$ cat src/rtl/core_debug_sequencer_if.sv
// Host link between the board-level bridge and core_debug_sequencer.
// The master side is the host; the slave side is the sequencer.
interface core_debug_sequencer_if;
  logic        cmd_valid;
  logic        cmd_ready;
  logic [1:0]  cmd_op;
  logic [31:0] cmd_addr;
  logic [31:0] cmd_wdata;
  logic        abort;
  logic        resp_valid;
  logic        resp_ready;
  logic [31:0] resp_data;

  modport master (
    output cmd_valid, cmd_op, cmd_addr, cmd_wdata, abort, resp_ready,
    input  cmd_ready, resp_valid, resp_data
  );

  modport slave (
    input  cmd_valid, cmd_op, cmd_addr, cmd_wdata, abort, resp_ready,
    output cmd_ready, resp_valid, resp_data
  );
endinterface

$ cat src/rtl/core_debug_sequencer.sv
// Serializes host debug commands into cache debug writes/reads and bounded
// run windows, keeping the core in reset outside of RUN.
module core_debug_sequencer #(
  parameter int RUN_CNT_W = 32,
  parameter int DRD_LAT   = 1
) (
  input  logic                        clk,
  input  logic                        rst,
  core_debug_sequencer_if.slave       host,
  output logic                        core_rst,
  output logic [31:0]                 icache_a2,
  output logic [31:0]                 icache_wd2,
  output logic [3:0]                  icache_we2,
  output logic [31:0]                 dcache_a2,
  output logic [31:0]                 dcache_wd2,
  output logic [3:0]                  dcache_we2,
  input  logic [31:0]                 dcache_rd2
);

  // state   | meaning
  // IDLE    | waiting for a host command, cmd_ready high
  // WR_I    | single icache debug write cycle
  // WR_D    | single dcache debug write cycle
  // RD_WAIT | dcache address held, counting read latency
  // RUN     | core out of reset, counting cycles (held in reset if count=0)
  // RESP    | response presented until host accepts
  typedef enum logic [2:0] {
    S_IDLE, S_WR_I, S_WR_D, S_RD_WAIT, S_RUN, S_RESP
  } state_t;

  localparam logic [1:0] OP_WR_INST = 2'd0;
  localparam logic [1:0] OP_WR_DATA = 2'd1;
  localparam logic [1:0] OP_RD_DATA = 2'd2;
  localparam logic [1:0] OP_RUN     = 2'd3;
  localparam logic [2:0] LAT_INIT   = 3'(DRD_LAT - 1);

  state_t                 state_q, state_d;
  logic                   core_rst_q, core_rst_d;
  logic                   cmd_ready_q, cmd_ready_d;
  logic                   resp_valid_q, resp_valid_d;
  logic [31:0]            resp_data_q, resp_data_d;
  logic [31:0]            icache_a2_q, icache_a2_d;
  logic [31:0]            icache_wd2_q, icache_wd2_d;
  logic [3:0]             icache_we2_q, icache_we2_d;
  logic [31:0]            dcache_a2_q, dcache_a2_d;
  logic [31:0]            dcache_wd2_q, dcache_wd2_d;
  logic [3:0]             dcache_we2_q, dcache_we2_d;
  logic [RUN_CNT_W-1:0]   run_cnt_q, run_cnt_d;
  logic [RUN_CNT_W-1:0]   run_len_q, run_len_d;
  logic [2:0]             lat_cnt_q, lat_cnt_d;
  logic [RUN_CNT_W-1:0]   run_cnt_inc;
  logic [31:0]            addr_aligned;
  logic [RUN_CNT_W-1:0]   cmd_run_len;

  assign addr_aligned = host.cmd_addr & 32'hFFFF_FFFC;
  assign cmd_run_len  = host.cmd_wdata[RUN_CNT_W-1:0];
  assign run_cnt_inc  = run_cnt_q + RUN_CNT_W'(1);

  always_comb begin
    state_d      = state_q;
    core_rst_d   = core_rst_q;
    resp_data_d  = resp_data_q;
    icache_a2_d  = icache_a2_q;
    icache_wd2_d = icache_wd2_q;
    icache_we2_d = 4'h0;
    dcache_a2_d  = dcache_a2_q;
    dcache_wd2_d = dcache_wd2_q;
    dcache_we2_d = 4'h0;
    run_cnt_d    = run_cnt_q;
    run_len_d    = run_len_q;
    lat_cnt_d    = lat_cnt_q;

    case (state_q)
      S_IDLE: begin
        if (host.cmd_valid && cmd_ready_q) begin
          case (host.cmd_op)
            OP_WR_INST: begin
              state_d      = S_WR_I;
              icache_a2_d  = addr_aligned;
              icache_wd2_d = host.cmd_wdata;
              icache_we2_d = 4'hF;
            end
            OP_WR_DATA: begin
              state_d      = S_WR_D;
              dcache_a2_d  = addr_aligned;
              dcache_wd2_d = host.cmd_wdata;
              dcache_we2_d = 4'hF;
            end
            OP_RD_DATA: begin
              state_d     = S_RD_WAIT;
              dcache_a2_d = addr_aligned;
              lat_cnt_d   = LAT_INIT;
            end
            OP_RUN: begin
              state_d    = S_RUN;
              run_len_d  = cmd_run_len;
              run_cnt_d  = '0;
              // a zero-length run never releases the core
              core_rst_d = (cmd_run_len == '0);
            end
          endcase
        end
      end
      S_WR_I, S_WR_D: begin
        state_d     = S_RESP;
        resp_data_d = 32'h0;
      end
      S_RD_WAIT: begin
        if (lat_cnt_q == 3'd0) begin
          state_d     = S_RESP;
          resp_data_d = dcache_rd2;
        end else begin
          lat_cnt_d = lat_cnt_q - 3'd1;
        end
      end
      S_RUN: begin
        if (core_rst_q) begin
          state_d     = S_RESP;
          resp_data_d = 32'h0;
        end else begin
          run_cnt_d = run_cnt_inc;
          // the current low cycle counts whether we stop on length or abort
          if (run_cnt_inc == run_len_q || host.abort) begin
            state_d     = S_RESP;
            core_rst_d  = 1'b1;
            resp_data_d = 32'(run_cnt_inc);
          end
        end
      end
      S_RESP: begin
        if (host.resp_ready) state_d = S_IDLE;
      end
      default: state_d = S_IDLE;
    endcase

    cmd_ready_d  = (state_d == S_IDLE);
    resp_valid_d = (state_d == S_RESP);
  end

  always_ff @(posedge clk or posedge rst) begin
    if (rst) begin
      state_q      <= S_IDLE;
      core_rst_q   <= 1'b1;
      cmd_ready_q  <= 1'b1;
      resp_valid_q <= 1'b0;
      resp_data_q  <= 32'h0;
      icache_a2_q  <= 32'h0;
      icache_wd2_q <= 32'h0;
      icache_we2_q <= 4'h0;
      dcache_a2_q  <= 32'h0;
      dcache_wd2_q <= 32'h0;
      dcache_we2_q <= 4'h0;
      run_cnt_q    <= '0;
      run_len_q    <= '0;
      lat_cnt_q    <= 3'd0;
    end else begin
      state_q      <= state_d;
      core_rst_q   <= core_rst_d;
      cmd_ready_q  <= cmd_ready_d;
      resp_valid_q <= resp_valid_d;
      resp_data_q  <= resp_data_d;
      icache_a2_q  <= icache_a2_d;
      icache_wd2_q <= icache_wd2_d;
      icache_we2_q <= icache_we2_d;
      dcache_a2_q  <= dcache_a2_d;
      dcache_wd2_q <= dcache_wd2_d;
      dcache_we2_q <= dcache_we2_d;
      run_cnt_q    <= run_cnt_d;
      run_len_q    <= run_len_d;
      lat_cnt_q    <= lat_cnt_d;
    end
  end

  assign host.cmd_ready  = cmd_ready_q;
  assign host.resp_valid = resp_valid_q;
  assign host.resp_data  = resp_data_q;
  assign core_rst        = core_rst_q;
  assign icache_a2       = icache_a2_q;
  assign icache_wd2      = icache_wd2_q;
  assign icache_we2      = icache_we2_q;
  assign dcache_a2       = dcache_a2_q;
  assign dcache_wd2      = dcache_wd2_q;
  assign dcache_we2      = dcache_we2_q;

endmodule

$ cat src/flat_wrapper.sv
// flat-port wrapper written by rule: the top's interface ports become plain ports
module core_debug_sequencer_flat 
#(
  parameter int RUN_CNT_W = 32,
  parameter int DRD_LAT   = 1
)
  (clk, rst, core_rst, icache_a2, icache_wd2, icache_we2, dcache_a2, dcache_wd2, dcache_we2, dcache_rd2, host_cmd_valid, host_cmd_op, host_cmd_addr, host_cmd_wdata, host_abort, host_resp_ready, host_cmd_ready, host_resp_valid, host_resp_data);
  core_debug_sequencer_if host_i ();
  input  logic clk;
  input  logic rst;
  output logic core_rst;
  output logic [31:0] icache_a2;
  output logic [31:0] icache_wd2;
  output logic [3:0] icache_we2;
  output logic [31:0] dcache_a2;
  output logic [31:0] dcache_wd2;
  output logic [3:0] dcache_we2;
  input  logic [31:0] dcache_rd2;
  input wire logic [$bits(host_i.cmd_valid)-1:0] host_cmd_valid;
  input wire logic [$bits(host_i.cmd_op)-1:0] host_cmd_op;
  input wire logic [$bits(host_i.cmd_addr)-1:0] host_cmd_addr;
  input wire logic [$bits(host_i.cmd_wdata)-1:0] host_cmd_wdata;
  input wire logic [$bits(host_i.abort)-1:0] host_abort;
  input wire logic [$bits(host_i.resp_ready)-1:0] host_resp_ready;
  output wire logic [$bits(host_i.cmd_ready)-1:0] host_cmd_ready;
  output wire logic [$bits(host_i.resp_valid)-1:0] host_resp_valid;
  output wire logic [$bits(host_i.resp_data)-1:0] host_resp_data;
  assign host_i.cmd_valid = host_cmd_valid;
  assign host_i.cmd_op = host_cmd_op;
  assign host_i.cmd_addr = host_cmd_addr;
  assign host_i.cmd_wdata = host_cmd_wdata;
  assign host_i.abort = host_abort;
  assign host_i.resp_ready = host_resp_ready;
  assign host_cmd_ready = host_i.cmd_ready;
  assign host_resp_valid = host_i.resp_valid;
  assign host_resp_data = host_i.resp_data;
  core_debug_sequencer #(.RUN_CNT_W(RUN_CNT_W), .DRD_LAT(DRD_LAT)) u_core (.clk(clk), .rst(rst), .host(host_i), .core_rst(core_rst), .icache_a2(icache_a2), .icache_wd2(icache_wd2), .icache_we2(icache_we2), .dcache_a2(dcache_a2), .dcache_wd2(dcache_wd2), .dcache_we2(dcache_we2), .dcache_rd2(dcache_rd2));
endmodule
$ cat config.mk
export PLATFORM = sky130hd
export DESIGN_NAME = core_debug_sequencer_flat
export DESIGN_NICKNAME = d
export VERILOG_FILES = /design/src/rtl/core_debug_sequencer_if.sv /design/src/rtl/core_debug_sequencer.sv /design/src/flat_wrapper.sv
export SDC_FILE = /design/constraint.sdc
export NUM_CORES = 1
export LEC_CHECK = 0
export ABC_AREA = 1
export BUFFER_PORTS_ARGS = -buffer_cell sky130_fd_sc_hd__buf_2
export CORE_ASPECT_RATIO = 0.6
export CORE_UTILIZATION = 40
export CTS_BUF_LIST = sky130_fd_sc_hd__clkbuf_4 sky130_fd_sc_hd__clkbuf_8
export CTS_CLUSTER_SIZE = 20
export DETAILED_ROUTE_END_ITERATION = 10
export PLACE_DENSITY = 0.65
export SETUP_SLACK_MARGIN = 0.1
export SYNTH_ARGS = -nofsm -noshare
export SYNTH_HDL_FRONTEND = slang
export SYNTH_SLANG_ARGS = --single-unit
export TNS_END_PERCENT = 20
$ cat constraint.sdc
create_clock -name clk -period 7 [get_ports clk]
set_input_delay 1.05 -clock clk [delete_from_list [all_inputs] [get_ports clk]]
set_output_delay 1.05 -clock clk [all_outputs]
set_load 0.1 [all_outputs]
# After elaboration in Yosys (flattened, before gate mapping)

Cells that the tools add are included.

Add/subtract/negate cells: 2
Equality and inequality tests: 17
Muxes and demuxes: 30
Reduce and logical (&&, ||, !) cells: 20

Operator list:

| kind                  | count |
|---|---|
| $mux 32               | 6 |
| $pmux 32 s3           | 1 |
| $pmux 32 s2           | 1 |
| $add 32x1->32 const B | 1 |
| $eq 32x32->1          | 1 |
| $logic_not 32->1      | 1 |
| $mux 3                | 8 |
| $mux 4                | 6 |
| $reduce_and 3->1      | 6 |
| $pmux 3 s5            | 1 |
| $pmux 3 s4            | 1 |
| $eq 3x3->1 const B    | 3 |
| $logic_not 3->1       | 3 |
| $ne 2x2->1 const B    | 4 |
| $reduce_and 4->1      | 2 |
| $eq 3x2->1 const B    | 2 |
| $pmux 3 s2            | 1 |
| $eq 2x2->1 const B    | 2 |
| $mux 1                | 4 |
| $ne 2x1->1 const B    | 2 |
| $reduce_bool 2->1     | 2 |
| $reduce_or 2->1       | 2 |
| $eq 3x1->1 const B    | 1 |
| $ne 3x1->1 const B    | 1 |
| 7 further kinds       | 7 |

Bits in registers: 237
Bits of input ports: 103
Logic and storage cells: 83

# Longest topological paths before layout

Depth after elaboration: 7
Gate-level depth with buffers: 19

# Least setup slack after synthesis

OpenSTA, ideal clock, no wires.

Path type: input to register
Start point: in host_cmd_op[0]
End point: reg u_core.icache_wd2_q[10] (netlist: u_core.icache_wd2[10])
Library setup time: 0.133 ns
Arrival time: 2.411 ns
Required time: 6.867 ns
Setup slack: 4.457 ns
Cell stages on the path: 8
Path buffers: 3
Cells stage by stage: inv_1 -> ha_1 -> nand2_1 -> nor2_1 -> clkbuf_1 -> clkbuf_1 -> clkbuf_1 -> a21oi_1

Longest elaborated chain between the ends: 2

Ends and longest elaborated chain:

| element                           | line                        | source |
|---|---|---|
| start, declared                   | flat_wrapper.sv:20          | `input wire logic [$bits(host_i.cmd_op)-1:0] host_cmd_op;` |
| $logic_not 2->1                   | core_debug_sequencer.sv:76  | `case (host.cmd_op)` |
| $reduce_and 3->1 (no source line) | n/a                         |  |
| end signal, assigned              | core_debug_sequencer.sv:163 | `icache_wd2_q <= icache_wd2_d;` |
| end, declared                     | core_debug_sequencer.sv:43  | `logic [31:0] icache_wd2_q, icache_wd2_d;` |

Every way passes these cells.
A chain may end at the register's enable or synchronous reset.

# Final worst setup path

Start point: reg u_core.run_cnt_q[1]
End point: reg u_core.resp_data_q[2] (netlist: u_core.host.resp_data[2])

Longest elaborated chain between the ends: 5
Elaborated cells between the ends (all ways): 8

Ends and longest elaborated chain:

| element                           | line                        | source |
|---|---|---|
| start, declared                   | core_debug_sequencer.sv:48  | `logic [RUN_CNT_W-1:0] run_cnt_q, run_cnt_d;` |
| start signal, assigned            | core_debug_sequencer.sv:168 | `run_cnt_q <= run_cnt_d;` |
| $add 32x1->32 *                   | core_debug_sequencer.sv:57  | `assign run_cnt_inc = run_cnt_q + RUN_CNT_W'(1);` |
| $eq 32x32->1                      | core_debug_sequencer.sv:123 | `if (run_cnt_inc == run_len_q \|\| host.abort) begin` |
| $logic_or 1x1->1                  | core_debug_sequencer.sv:123 |  |
| $ne 3x1->1 (no source line)       | n/a                         |  |
| $reduce_and 3->1 (no source line) | n/a                         |  |
| end signal, assigned              | core_debug_sequencer.sv:161 | `resp_data_q <= resp_data_d;` |
| end, declared                     | core_debug_sequencer.sv:41  | `logic [31:0] resp_data_q, resp_data_d;` |

Mark *: on every way between the ends. The rest lies on a longest branch, timed or not. The select of a mux whose other input is x is not followed.

==> impl_metrics.json <==
{
  "skew_ns": 0.0225,
  "grt_max_degree": 163,
  "cp-startpoint": "u_core.run_cnt_q[1]",
  "regToRegStartpoint": "u_core.run_cnt_q[1]",
  "synth_compound_area_share_pct": 6.31,
  "drc": 0,
  "clk_pin_slew_ns": 0.06,
  "yosys_warnings": 0,
  "synth_top_cells_by_area": "dfrtp_1 (53%), nand2_1 (16%), nand3_1 (5.1%), nor2_1 (4.4%), inv_1 (4.1%)",
  "synth_top_area_share_pct": 52.6,
  "cts_tree": "yes",
  "synthArstFlopShare_pct": 100,
  "cap_violations": 0,
  "die_h_um": 130,
  "drt_iter0_drc": 681,
  "start_util_pct": 40.9,
  "relSlewSlack_pct": 27.1,
  "grt.overflow.total": 0,
  "grt_pass1_vias": 9328,
  "grt_pass1_wl_um": 50200,
  "worst_pin_slew_ns": 1.09,
  "dieWidth_um": 215,
  "cts_root_buf": "clkbuf_8",
  "setup-tns-final_ns": 0,
  "worstSetupEndpointType": "flip-flop",
  "synth-edff-count": 0,
  "avgViaCountPerCell": 4.85,
  "finalHoldViolCount": 0,
  "crit_path_start_kind": "flip-flop",
  "fin_nets": 1708,
  "final_common_cell": "nand2_1",
  "synth_top_family_by_area": "simple AND/OR/NAND/NOR gates",
  "reg2regPathDepth": 15,
  "reg2reg_slack_ns": 3.31,
  "setup_violations": 0,
  "yosys.area_share.adder_pct": 0.920,
  "fin_crit_sh_pct": 52.8,
  "syn_area_um2": 10900,
  "clk_path_buf_depth": 3,
  "yosysSeqAreaShare_pct": 53.1,
  "totalWireLength_um": 32300,
  "dr.pass1.iters": 5,
  "h-tree-depth": 2,
  "io_pins": 274,
  "ys_ff_latch": 231,
  "outcome": "complete, no violations",
  "reg2reg_to": "u_core.host.resp_data[2]",
  "ys_types": 34,
  "port_buffers": 267,
  "min_path_type": "reg2reg",
  "vias": 9650,
  "synthSimpleGateAreaFrac_pct": 28.4,
  "die_area_um2": 27900,
  "yosys.area.top_type": "dfrtp_1",
  "crit_required_ns": 7.46,
  "critical_path.cell_chain": "ha_1 -> nand2_2 -> nor2_8 -> nand2_2 -> nor2_4 -> nand3_1 -> nand3_1 -> nand2_1 -> nor2_1 -> nand2_1 -> nor2_1 -> nand3_1 -> nand3_2 -> nand2_4 -> o21ai_0",
  "final_cell_mix": "nand2_1 (451), buf_2 (267), dfrtp_1 (229)",
  "max_freq_ghz": 0.271,
  "hpwlAfterDp_um": 23200,
  "crit_end": "u_core.host.resp_data[2]",
  "crit_path_top_delay_cell": "nand3_2",
  "crit_path_frequent_cell": "nand3_1",
  "cp_max_fo": 34,
  "syn_to_final_growth_pct": 22.7,
  "track_usage_pct": 23.1,
  "cts_hold_buf": 0,
  "drv_slew": 0,
  "syn_inst": 1333,
  "pre_cts_ws_ns": 2.89,
  "cts_num_sinks": 231,
  "fillCellCount": 2643,
  "avgSynthCellArea_um2": 8.17,
  "min_period_ns": 3.69,
  "rows": 46,
  "core_um2": 26600,
  "antenna_found_initial": 1,
  "yosys-mux-area-fraction_pct": 3.72,
  "path_class": "reg2reg",
  "cts_resized": 0,
  "clk-insertion-delay-late_ns": 0.55,
  "drive_above_1_share_pct": 25.4,
  "yosys.area_share.xor_xnor_pct": 0.724,
  "ant_nets": 0,
  "rsz0062_at_grt": "false",
  "critPathArrivalTime_ns": 4.16,
  "cts_setup_buffers": 0,
  "routabilityCongestion": 0.900,
  "slowest_delay_ns": 0.56,
  "cts_buffers": 39,
  "setup_slack_ns": 3.31,
  "ys.flop_type": "dfrtp_1",
  "post_drt_wl_per_cell_um": 16.3
}
synth_stat cells (all sizes together) (4+ instances only):
library cell,count
xor2,5
nor2,137
xnor2,4
nand2,458
nor3,6
or2,4
ha,8
dfrtp,229
nand3,113
inv,118
mux2,36
nand3b,6
o21ai,68
a21oi,65
nand4,9
clkbuf,35
buf,21
cells by family (layout without fill, tap and decap cells):
logic type,Yosys count,in the layout
AOI/OAI and AO/OA,136,136
xor gates and xnor gates,9,9
adders and majority gates,8,8
buffers and inverters,175,466
DFF,231,231
muxes,36,36
other,1,5
and+or+nand+nor,737,737
through the flow:
step | instances | cell area, µm² | hold WS (ns) | util (%)
floorplan | 1336 | 10900 | 0.443 | -
global placement | 1916 | 12500 | 0.450 | 47.0
detailed placement | 1916 | 12500 | 0.453 | 47.0
CTS | 1987 | 13400 | 0.469 | 50.2
global route | 1987 | 13400 | 0.484 | 50.2
finish | 1988 | 13400 | 0.464 | 50.2
routing by layer:
| layer | wire length (µm) | vias to the layer above | global-route usage (%) |
|---|---|---|---|
| met5 | 0 | - | 0 |
| met4 | 546 | 0 | 6.18 |
| met3 | 2610 | 42 | 6.64 |
| met2 | 13600 | 318 | 33.9 |
| met1 | 15600 | 4526 | 33.5 |
| li1 | - | 4764 | - |
worst min path at each step:
stage / startpoint / to / depth (start not counted)
final: u_core.host.resp_data[24] / u_core.host.resp_data[24] / 2
after CTS: u_core.host.resp_data[24] / u_core.host.resp_data[24] / 2
after floorplan: u_core.lat_cnt_q[0] / u_core.lat_cnt_q[0] / 1
after detailed placement: u_core.host.resp_data[24] / u_core.host.resp_data[24] / 2
after global routing: u_core.host.resp_data[27] / u_core.host.resp_data[27] / 2
after global placement: u_core.host.resp_data[24] / u_core.host.resp_data[24] / 2
critical path, delay by kind of cell, from the launching register on:
family | cells | cell delay, ns
compound gates | 1 | 0.29
fa+ha+maj | 1 | 0.26
flops | 1 | 0.40
simple gates | 13 | 2.62
state kept, by name, summed over array words and instances (netlist names), 30 cells and up:
name,flops
u_core.dcache_wd2,32
u_core.dcache_a2,30
u_core.host.resp_data,32
u_core.icache_wd2,32
u_core.icache_a2,30
u_core.run_len_q,32
u_core.run_cnt_q,32
area by class of cell:
type / instances / area (µm²) / share of cell area (%)
Sequential cell: 231 / 5780 / 43.3
Multi-Input combinational cell: 930 / 4400 / 33.0
Timing Repair Buffer: 276 / 1420 / 10.6
Clock buffer: 62 / 772 / 5.78
Inverter: 119 / 450 / 3.37
Tap cell: 360 / 450 / 3.37
Clock inverter: 9 / 76.3 / 0.571
Antenna cell: 1 / 2.50 / 0.0187
Power is left out: the tool's default activity adds up to more than one toggle a clock period on the data nets, which glitch-free logic cannot reach.
